## config.mk

```make
export PLATFORM = sky130hd
export DESIGN_NAME = oflow_event_receiver
export DESIGN_NICKNAME = d
export VERILOG_FILES = /design/src/rtl/oflow_rx_pkg.sv /design/src/rtl/oflow_rx_fifo.sv /design/src/rtl/oflow_event_receiver.sv
export SDC_FILE = /design/constraint.sdc
export NUM_CORES = 1
export LEC_CHECK = 0
export ABC_AREA = 0
export CORE_ASPECT_RATIO = 0.5
export CORE_MARGIN = 2
export CORE_UTILIZATION = 45
export CTS_CLUSTER_DIAMETER = 60
export CTS_CLUSTER_SIZE = 8
export DETAILED_ROUTE_END_ITERATION = 10
export PLACE_DENSITY_LB_ADDON = 0.15
export SLEW_MARGIN = 40
export SYNTH_ARGS = -nofsm -noshare
export SYNTH_HDL_FRONTEND = slang
export SYNTH_SLANG_ARGS = --single-unit
```

## constraint.sdc

```tcl
create_clock -name clk -period 2.6 [get_ports clk]
set_clock_uncertainty 0.05 [all_clocks]
set_input_delay 0.52 -clock clk [delete_from_list [all_inputs] [get_ports clk]]
set_output_delay 0.52 -clock clk [all_outputs]
set_load 0.01 [all_outputs]
```

## src/rtl/oflow_rx_pkg.sv

```systemverilog
// Shared definitions for the overflow event receiver: notification bit positions,
// CPU register offsets, accept-FSM states and event-entry field widths.
package oflow_rx_pkg;

    localparam int unsigned MARKER_BIT    = 9;
    localparam int unsigned TYPE_BIT      = 8;
    localparam int unsigned WORD_W        = MARKER_BIT + 1;

    localparam int unsigned TYPE_WIDTH    = 1;
    localparam int unsigned TS_WIDTH      = 16;
    localparam int unsigned TS_LSB        = 16;
    localparam int unsigned EVT_VALID_BIT = 15;

    localparam logic [1:0] REG_STATUS  = 2'd0;
    localparam logic [1:0] REG_EVENT   = 2'd1;
    localparam logic [1:0] REG_PENDING = 2'd2;
    localparam logic [1:0] REG_CONTROL = 2'd3;

    localparam int unsigned STAT_EMPTY_BIT     = 0;
    localparam int unsigned STAT_FULL_BIT      = 1;
    localparam int unsigned STAT_MALFORMED_BIT = 2;
    localparam int unsigned STAT_COUNT_LSB     = 8;

    localparam int unsigned CTL_IRQ_EN_BIT  = 0;
    localparam int unsigned CTL_CLR_MAL_BIT = 1;

    typedef enum logic [1:0] {
        S_IDLE    = 2'd0,
        S_CAPTURE = 2'd1,
        S_ACK     = 2'd2
    } rx_state_e;

    // Stored entry is {type, core, task}.
    function automatic int unsigned entry_width(input int unsigned key_width);
        return TYPE_WIDTH + 2 * key_width;
    endfunction

endpackage

```

## src/rtl/oflow_rx_fifo.sv

```systemverilog
// Single-clock event queue: push/pop in the same cycle both complete, count 0..DEPTH.
module oflow_rx_fifo #(
    parameter int unsigned WIDTH = 9,
    parameter int unsigned DEPTH = 8
) (
    input  logic                     clk,
    input  logic                     reset,
    input  logic                     i_push,
    input  logic [WIDTH-1:0]         i_data,
    input  logic                     i_pop,
    output logic [WIDTH-1:0]         o_data,
    output logic                     o_full,
    output logic                     o_empty,
    output logic [$clog2(DEPTH):0]   o_count
);

    localparam int unsigned PTR_W = $clog2(DEPTH);
    localparam logic [PTR_W:0] FULL_COUNT = (PTR_W + 1)'(DEPTH);

    logic [WIDTH-1:0] r_mem [DEPTH];
    logic [PTR_W-1:0] r_wr_ptr;
    logic [PTR_W-1:0] r_rd_ptr;
    logic [PTR_W:0]   r_count;
    logic             w_do_push;
    logic             w_do_pop;

    assign o_empty   = (r_count == '0);
    assign o_full    = (r_count == FULL_COUNT);
    assign o_count   = r_count;
    assign o_data    = r_mem[r_rd_ptr];
    assign w_do_pop  = i_pop & ~o_empty;
    assign w_do_push = i_push & (~o_full | w_do_pop);

    always_ff @(posedge clk) begin
        if (w_do_push) begin
            r_mem[r_wr_ptr] <= i_data;
        end
    end

    // Pointers are log2(DEPTH) wide, so wrap modulo DEPTH falls out of the adder.
    always_ff @(posedge clk or posedge reset) begin
        if (reset) begin
            r_wr_ptr <= '0;
            r_rd_ptr <= '0;
            r_count  <= '0;
        end else begin
            if (w_do_push) begin
                r_wr_ptr <= r_wr_ptr + 1'b1;
            end
            if (w_do_pop) begin
                r_rd_ptr <= r_rd_ptr + 1'b1;
            end
            case ({w_do_push, w_do_pop})
                2'b10:   r_count <= r_count + 1'b1;
                2'b01:   r_count <= r_count - 1'b1;
                default: r_count <= r_count;
            endcase
        end
    end

endmodule

```

## src/rtl/oflow_event_receiver.sv

```systemverilog
// Receives overflow/underflow notifications, queues them for the CPU and tracks
// per-task pending overflows. Define OFLOW_RX_TIMESTAMP_EN to stamp events.
module oflow_event_receiver
    import oflow_rx_pkg::*;
#(
    parameter int unsigned KEY_WIDTH = 4,
    parameter int unsigned DEPTH     = 8
) (
    input  logic                        clk,
    input  logic                        reset,
    input  logic                        evt_write,
    input  logic [31:0]                 evt_writedata,
    output logic                        evt_waitrequest,
    input  logic [1:0]                  cpu_address,
    input  logic                        cpu_read,
    output logic [31:0]                 cpu_readdata,
    input  logic                        cpu_write,
    input  logic [31:0]                 cpu_writedata,
    output logic                        irq,
    output logic [(1<<KEY_WIDTH)-1:0]   oflow_pending
);

    localparam int unsigned CNT_W   = $clog2(DEPTH) + 1;
    localparam int unsigned ENTRY_W = entry_width(KEY_WIDTH);
`ifdef OFLOW_RX_TIMESTAMP_EN
    localparam int unsigned FIFO_W  = ENTRY_W + TS_WIDTH;
`else
    localparam int unsigned FIFO_W  = ENTRY_W;
`endif

    rx_state_e                  r_state;
    rx_state_e                  w_next;
    logic [WORD_W-1:0]          r_word;
    logic                       w_capture;
    logic                       w_push;
    logic                       w_bad;
    logic                       w_pop;
    logic                       w_full;
    logic                       w_empty;
    logic [CNT_W-1:0]           w_count;
    logic [ENTRY_W-1:0]         w_entry;
    logic [FIFO_W-1:0]          w_fifo_din;
    logic [FIFO_W-1:0]          w_head;
    logic [(1<<KEY_WIDTH)-1:0]  r_pending;
    logic                       r_malformed;
    logic                       r_irq_en;
    logic                       r_irq;
    logic [31:0]                w_rdata;
    logic [31:0]                r_readdata;
    logic                       w_ctl_wr;
    logic                       w_unused;

    assign w_unused = ^{evt_writedata[31:WORD_W], cpu_writedata[31:2]};

    always_ff @(posedge clk or posedge reset) begin
        if (reset) begin
            r_state <= S_IDLE;
        end else begin
            r_state <= w_next;
        end
    end

    // Full is only checked in IDLE; pops can only make room, so CAPTURE can always push.
    always_comb begin
        w_next    = r_state;
        w_capture = 1'b0;
        w_push    = 1'b0;
        w_bad     = 1'b0;
        case (r_state)
            S_IDLE: begin
                if (evt_write && !w_full) begin
                    w_next    = S_CAPTURE;
                    w_capture = 1'b1;
                end
            end
            S_CAPTURE: begin
                w_next = S_ACK;
                w_push = r_word[MARKER_BIT];
                w_bad  = ~r_word[MARKER_BIT];
            end
            S_ACK:   w_next = S_IDLE;
            default: w_next = S_IDLE;
        endcase
    end

    assign evt_waitrequest = (r_state != S_ACK);

    always_ff @(posedge clk or posedge reset) begin
        if (reset) begin
            r_word <= '0;
        end else if (w_capture) begin
            r_word <= evt_writedata[WORD_W-1:0];
        end
    end

    assign w_entry = {r_word[TYPE_BIT], r_word[2*KEY_WIDTH-1:0]};

`ifdef OFLOW_RX_TIMESTAMP_EN
    logic [TS_WIDTH-1:0] r_ts;

    always_ff @(posedge clk or posedge reset) begin
        if (reset) begin
            r_ts <= '0;
        end else begin
            r_ts <= r_ts + 1'b1;
        end
    end

    assign w_fifo_din = {r_ts, w_entry};
`else
    assign w_fifo_din = w_entry;
`endif

    assign w_pop = cpu_read && (cpu_address == REG_EVENT) && !w_empty;

    oflow_rx_fifo #(
        .WIDTH (FIFO_W),
        .DEPTH (DEPTH)
    ) u_fifo (
        .clk     (clk),
        .reset   (reset),
        .i_push  (w_push),
        .i_data  (w_fifo_din),
        .i_pop   (w_pop),
        .o_data  (w_head),
        .o_full  (w_full),
        .o_empty (w_empty),
        .o_count (w_count)
    );

    assign w_ctl_wr = cpu_write && (cpu_address == REG_CONTROL);

    always_ff @(posedge clk or posedge reset) begin
        if (reset) begin
            r_pending   <= '0;
            r_malformed <= 1'b0;
            r_irq_en    <= 1'b0;
            r_irq       <= 1'b0;
        end else begin
            if (w_push) begin
                r_pending[r_word[KEY_WIDTH-1:0]] <= r_word[TYPE_BIT];
            end
            if (w_bad) begin
                r_malformed <= 1'b1;
            end else if (w_ctl_wr && cpu_writedata[CTL_CLR_MAL_BIT]) begin
                r_malformed <= 1'b0;
            end
            if (w_ctl_wr) begin
                r_irq_en <= cpu_writedata[CTL_IRQ_EN_BIT];
            end
            r_irq <= r_irq_en & ~w_empty;
        end
    end

    always_comb begin
        w_rdata = '0;
        case (cpu_address)
            REG_STATUS: begin
                w_rdata[STAT_EMPTY_BIT]               = w_empty;
                w_rdata[STAT_FULL_BIT]                = w_full;
                w_rdata[STAT_MALFORMED_BIT]           = r_malformed;
                w_rdata[STAT_COUNT_LSB +: CNT_W]      = w_count;
            end
            REG_EVENT: begin
                if (!w_empty) begin
                    w_rdata[EVT_VALID_BIT]  = 1'b1;
                    w_rdata[ENTRY_W-1:0]    = w_head[ENTRY_W-1:0];
`ifdef OFLOW_RX_TIMESTAMP_EN
                    w_rdata[TS_LSB +: TS_WIDTH] = w_head[FIFO_W-1:ENTRY_W];
`endif
                end
            end
            REG_PENDING: w_rdata[(1<<KEY_WIDTH)-1:0] = r_pending;
            REG_CONTROL: w_rdata[CTL_IRQ_EN_BIT]     = r_irq_en;
            default:     w_rdata = '0;
        endcase
    end

    always_ff @(posedge clk or posedge reset) begin
        if (reset) begin
            r_readdata <= '0;
        end else begin
            r_readdata <= cpu_read ? w_rdata : '0;
        end
    end

    assign cpu_readdata  = r_readdata;
    assign irq           = r_irq;
    assign oflow_pending = r_pending;

endmodule

```

# --- After elaboration in Yosys (flattened, before gate mapping) ---
# Memory sizes are Yosys's and may differ from the RTL's.
# Index checks and enable logic that the tools add are counted.
totals:
  ff_bits: 57
  ram_bits: 72
  memories: 1
op_classes:
  n_addsub: 4
  magnitude_cmp: 2
  eq_ne: 9
  muxes: 24
  bitwise: 7
  n_reduce_logical: 13
mem_list:
  columns: ["name", "depth", "width", "read_ports", "rd_ports_with_merged_regs", "write_ports", "line", "text"]
  rows:
  - ["u_fifo.r_mem", 8, 9, 1, 0, 1, "oflow_rx_fifo.sv:20", "logic [WIDTH-1:0] r_mem [DEPTH];"]
ops:
  columns: ["cell", "n"]
  rows:
  - ["bitwise mux 16 bit", 1]
  - ["2-to-1 mux 16 bit", 1]
  - ["2-to-1 mux 1 bit", 10]
  - ["case mux 5 bit (2 select lines)", 1]
  - ["2-to-1 mux 9 bit", 1]
  - ["case mux 4 bit (2 select lines)", 1]
  - ["adder 3 x 1 -> 3 bit (second input constant)", 2]
  - ["equality test 2 x 1 -> 1 bit (second input constant)", 3]
  - ["equality test 2 bit (second input constant)", 3]
  - ["logical AND 1 bit", 6]
  - ["case mux 2 bit (3 select lines)", 1]
  - ["case mux 3 bit (2 select lines)", 1]
  - ["< comparator 4 x 5 -> 1 bit (second input constant)", 1]
  - ["adder 4 x 1 -> 4 bit (second input constant)", 1]
  - ["demux 1 bit (select 4 bit)", 1]
  - ["equality test 4 bit (second input constant)", 1]
  - ["greater-or-equal comparator 4 x 1 -> 1 bit (second input constant)", 1]
  - ["zero test 2 bit", 2]
  - ["zero test 4 bit", 1]
  - ["!= test 2 bit (second input constant)", 2]
  - ["case mux 1 bit (4 select lines)", 1]
  - ["case mux 2 bit (2 select lines)", 1]
  - ["nonzero test 2 bit", 2]
  - ["subtractor 4 x 1 -> 4 bit (second input constant)", 1]
  - ["8 further kinds", 13]

# --- Logic depth before layout (Yosys ltp) ---
depth:
  ltp_word: 8
  mapped_depth: 12
  ltp_nobuf: 12

# --- Cells and area by module ---
# From an unflattened synthesis, not the netlist that was laid out.
unflattened:
  hier_cells: 360
  area_unflattened_um2: 5675.4
by_module_without_submodules:
  columns: ["mod", "instances", "cells_per_inst", "area_per_inst_um2", "seq_area_each_um2"]
  rows:
  - ["oflow_rx_fifo", 1, 176, 3484.6, 2412.3]
  - ["oflow_event_receiver", 1, 184, 2190.9, 1176.1]

# --- Worst setup path before layout ---
# No wires, ideal clock.
synth_path:
  path_type: "register to register"
  start: "register u_fifo.r_count[1], in the netlist u_fifo.o_count[1]"
  end: "register u_fifo.r_count[2], in the netlist u_fifo.o_count[2]"
  setup_time_ns: 0.129
  arrival_time_ns: 2.144
  required_time_ns: 2.421
  path_slack_ns: 0.277
  stages_incl_launch_ff: 13
  n_path_buf: 1
  synth_period_minus_slack_ns: 2.323
  cell_sequence: "dfrtp_1 buf_2 nor4_2 nor2b_1 nand2_1 inv_1 ha_1 xor2_1 ha_1 a21oi_1 xor2_1 nor2_1 xor2_1"
synth_via:
  elab_chain_len: 8
  word_cells_on_any_way: 15
synth_rtl:
  columns: ["item", "line", "text"]
  rows:
  - ["start, declared", "oflow_rx_fifo.sv:23", "logic [PTR_W:0] r_count;"]
  - ["start signal, assigned", "oflow_rx_fifo.sv:54", "2'b10: r_count <= r_count + 1'b1;"]
  - ["start signal, assigned", "oflow_rx_fifo.sv:55", "2'b01: r_count <= r_count - 1'b1;"]
  - ["start signal, assigned", "oflow_rx_fifo.sv:56", "default: r_count <= r_count;"]
  - ["zero test 4 bit *", "oflow_rx_fifo.sv:27", "assign o_empty = (r_count == '0);"]
  - ["zero test 1 bit", null, null]
  - ["logical AND 1 bit", "oflow_event_receiver.sv:114", "assign w_pop = cpu_read && (cpu_address == REG_EVENT) && !w_empty;"]
  - ["AND 1 bit *", "oflow_rx_fifo.sv:31", "assign w_do_pop = i_pop & ~o_empty;"]
  - ["named net u_fifo.w_do_pop", "oflow_rx_fifo.sv:25", "logic w_do_pop;"]
  - ["OR 1 bit", "oflow_rx_fifo.sv:32", "assign w_do_push = i_push & (~o_full | w_do_pop);"]
  - ["AND 1 bit", "oflow_rx_fifo.sv:32", null]
  - ["equality test 2 x 1 -> 1 bit / equality test 2 bit (equally long branches)", "oflow_rx_fifo.sv:53", "case ({w_do_push, w_do_pop})"]
  - ["case mux 4 bit (2 select lines) / nonzero test 2 bit (equally long branches)", null, null]
# The timed path passes the listed nets; every way through them passes the cells marked *.
# A chain may end at the register's enable or synchronous reset.

# --- Worst setup path after layout ---
layout_path:
  start: "input cpu_address[1]"
  end: "register u_fifo.r_count[2], in the netlist u_fifo.o_count[2]"
layout_via:
  elab_chain_len: 8
  word_cells_on_any_way: 10
layout_rtl:
  columns: ["item", "line", "text"]
  rows:
  - ["start, declared", "oflow_event_receiver.sv:14", "input logic [1:0] cpu_address,"]
  - ["equality test 2 x 1 -> 1 bit *", "oflow_event_receiver.sv:114", null]
  - ["logical AND 1 bit * (2 in series)", "oflow_event_receiver.sv:114", null]
  - ["AND 1 bit *", "oflow_rx_fifo.sv:31", null]
  - ["named net u_fifo.w_do_pop", "oflow_rx_fifo.sv:25", null]
  - ["OR 1 bit", "oflow_rx_fifo.sv:32", null]
  - ["AND 1 bit", "oflow_rx_fifo.sv:32", null]
  - ["equality test 2 x 1 -> 1 bit / equality test 2 bit (equally long branches)", "oflow_rx_fifo.sv:53", null]
  - ["case mux 4 bit (2 select lines) / nonzero test 2 bit (equally long branches)", null, null]
# Marked as above.

==> reports/metrics.cfg <==
[outcome]
outcome=complete, no violations

[logic_synthesis]
yosys_most_used_dff=edfxtp_1
ys_top_cells_by_count=edfxtp_1 (72), dfrtp_1 (57), mux2_1 (28)
syn-instance-count=372
ys_seq_elements=129
ys_async_sr_fraction_pct=44.2
yosys.area.top_type=edfxtp_1
synth_top_area_share_pct=38.9
netlist_area_sq_mm=0.00556
yosysSeqAreaShare_pct=64.6
synth_cell_types=48
syn_avg_cell_area_sq_um=14.9
yosysWarnings=0
synth.area.top_cells=edfxtp_1 (39%), dfrtp_1 (26%), mux2_1 (5.7%)
synth-edff-count=72
synth.most_common_cell=edfxtp_1

[placed_design]
post-dp-hpwl_microns=7960
place_ws_ns=-0.272
globalplace.congestion=0.797
port_buffers=52
dpl_cell_area_sq_mm=0.00635

[global_routing]
grt_max_degree=37
grtUsageTotal_pct=18.5
grt_first_pass_wirelength_microns=17800
antenna_found_initial=0
grt_remaining_overflow=0
grt_pass1_vias=3287

[clocking]
htree_levels=4
cts.sinks=129
clockBufferDepth=2
clkLatencyLatePin_ns=0.41
post_cts_resized=0
path_clk_slew_ns=0.06
clockRootBuffer=clkbuf_16
hold_buffers=0
tritoncts.num_buffers=17
postCtsSetupRepairBufs=0
cts_tree=done

[power_and_ir_drop]
internal-power_w=0.00524
pwr-share-seq_pct=42.4
switchingPower_w=0.00233
vdd_ir_drop_max_uv=533
p_leak_nw=2.78
pwr_density_cell_mw_per_mm2=1080
p_comb_share_pct=24.3
switching_share_pct=30.8
p_total_w=0.00757
clkPwrFrac_pct=33.2

[detailed_routing]
met3_length_microns=625
top_layer=met4
drt_iter0_markers=173
post-route-drc-count=0
vias=3252
via_per_inst=5.14
wl_met2_microns=5600
detail-route-antenna-nets=0
drt_wl_total_microns=11700
wl_met1_microns=5290
firstDrtPassIters=4
wl_per_cell_microns=18.5

[sta]
max_freq_ghz=0.405
setup_viol=0
hold_viol_final=0
finalMaxSlewViolations=0
timing.setup.tns_ns=0
worstMarginPinSlew_ns=0.697
fin_crit_ns=2.47
period_share_pct=94.9
holdWs_ns=0.400
setup_slack_ns=0.133
rsz0062_at_grt=no
slew_headroom_pct=53.5

[finish]
syn2layout_area_growth_pct=25.8
final_area_sq_mm=0.00699
insertedDiodeCount=0
nets=536
drive_above_1_share_pct=19.4

[worst_setup_path]
critPathCaptureType=flop
crit_type=in2reg
arrival_ns=2.71
start_kind=primary input
worstPathRequired_ns=2.84
path_max_fanout=2

[floorplanning]
core_sq_mm=0.0119
design.die.area_sq_mm=0.0133
start_util_pct=46.6
num_io_pins=121
die_y_microns=82.6
std_cell_rows=28
die_w_microns=161

[min_path]
hold_class=in2async

[run]
maxCapViolations=0

==> power groups by stage <==
| stage | clock network (W) | registers (W) | logic, W |
|---|---|---|---|
| floorplan | 0 | 0.00306 | 0.00129 |
| global placement | 0 | 0.00321 | 0.00178 |
| detailed placement | 0 | 0.00325 | 0.00184 |
| CTS | 0.00255 | 0.00322 | 0.00186 |
| global route | 0.00264 | 0.00328 | 0.00199 |
| finish | 0.00252 | 0.00321 | 0.00184 |
==> critical path, stage by stage <==
cell	delay, ns
clkdlybuf4s50_1	0.51
inv_1	0.07
ha_1	0.19
nor2b_1	0.15
nand2_1	0.11
inv_1	0.07
ha_1	0.23
xor2_1	0.16
ha_1	0.20
a21oi_2	0.11
xor2_1	0.16
nor2_1	0.08
xor2_1	0.15
==> cells in the final DEF (no fill, tap or decap), drive strengths merged, types with 2 or more instances in the layout <==
master         instances
edfxtp                72
dfrtp                 57
clkdlybuf4s50         52
buf                   32
mux2                  31
nand2                 22
mux2i                 19
nor2                  17
clkbuf                17
conb                  16
a22oi                 13
a21oi                 12
inv                   12
nor2b                 10
ha                    10
mux4                   8
o211ai                 8
nand2b                 7
nand3                  6
xor2                   5
nor3                   5
xnor2                  4
and3                   4
bufinv                 4
nand3b                 4
clkinv                 4
clkinvlp               3
o21ai                  2
==> per-stage QoR <==
stage	utilization, %	std cells
after floorplan	-	387
after global placement	53.3	601
after detailed placement	53.3	601
after CTS	58.6	633
after global routing	58.7	633
final	58.7	633
==> layout make-up <==
class                   count  area, sq um
clock buffers              17          425
clock inverters            15          206
fillers                   922         4920
inverters                   8         30.0
multi-input cells         215         1760
flip-flops and latches    129         3590
well taps                 165          206
repair buffers             84          773
==> sequential cells by signal (all words and copies together) (netlist names), 2 cells and up <==
register         cells
u_fifo.r_mem        72
cpu_readdata        16
oflow_pending       16
r_word              10
u_fifo.o_count       4
u_fifo.r_rd_ptr      3
u_fifo.r_wr_ptr      3
r_state              2
==> worst paths after layout <==
check,from,to,slack (ns),cells past startpoint
worst max-delay path,cpu_address[1],u_fifo.o_count[2]$_DFFE_PP0P_,0.13,13
worst min-delay path,reset,u_fifo.o_count[2]$_DFFE_PP0P_,0.40,2
worst max register to register,u_fifo.o_count[0]$_DFFE_PP0P_,u_fifo.o_count[2]$_DFFE_PP0P_,0.27,11
worst min register to register,r_malformed$_DFFE_PP0P_,r_malformed$_DFFE_PP0P_,0.46,1
max in group asynchronous,reset,u_fifo.r_rd_ptr[2]$_DFFE_PP0P_,1.53,3
min in group clk,r_malformed$_DFFE_PP0P_,r_malformed$_DFFE_PP0P_,0.46,1
==> per-layer routing <==
metal | up-vias | GRT usage, %
met5 | - | 0
met2 | 92 | 29.9
li1 | 1499 | -
met3 | 13 | 5.64
met4 | 0 | 7.32
met1 | 1648 | 23.9
==> logic make-up after synthesis <==
family	count (synthesis)	share of synthesized area, %
flip-flops	129	64.6
AND/OR/NAND/NOR	81	8.18
multiplexers	58	13.0
buffers and inverters	43	4.82
AO/OA/AOI/OAI	41	5.72
adder cells (fa/ha/maj)	10	2.25
XOR/XNOR	9	1.42
other	1	0.0675
No activity file was read; power rests on OpenSTA's default activity.
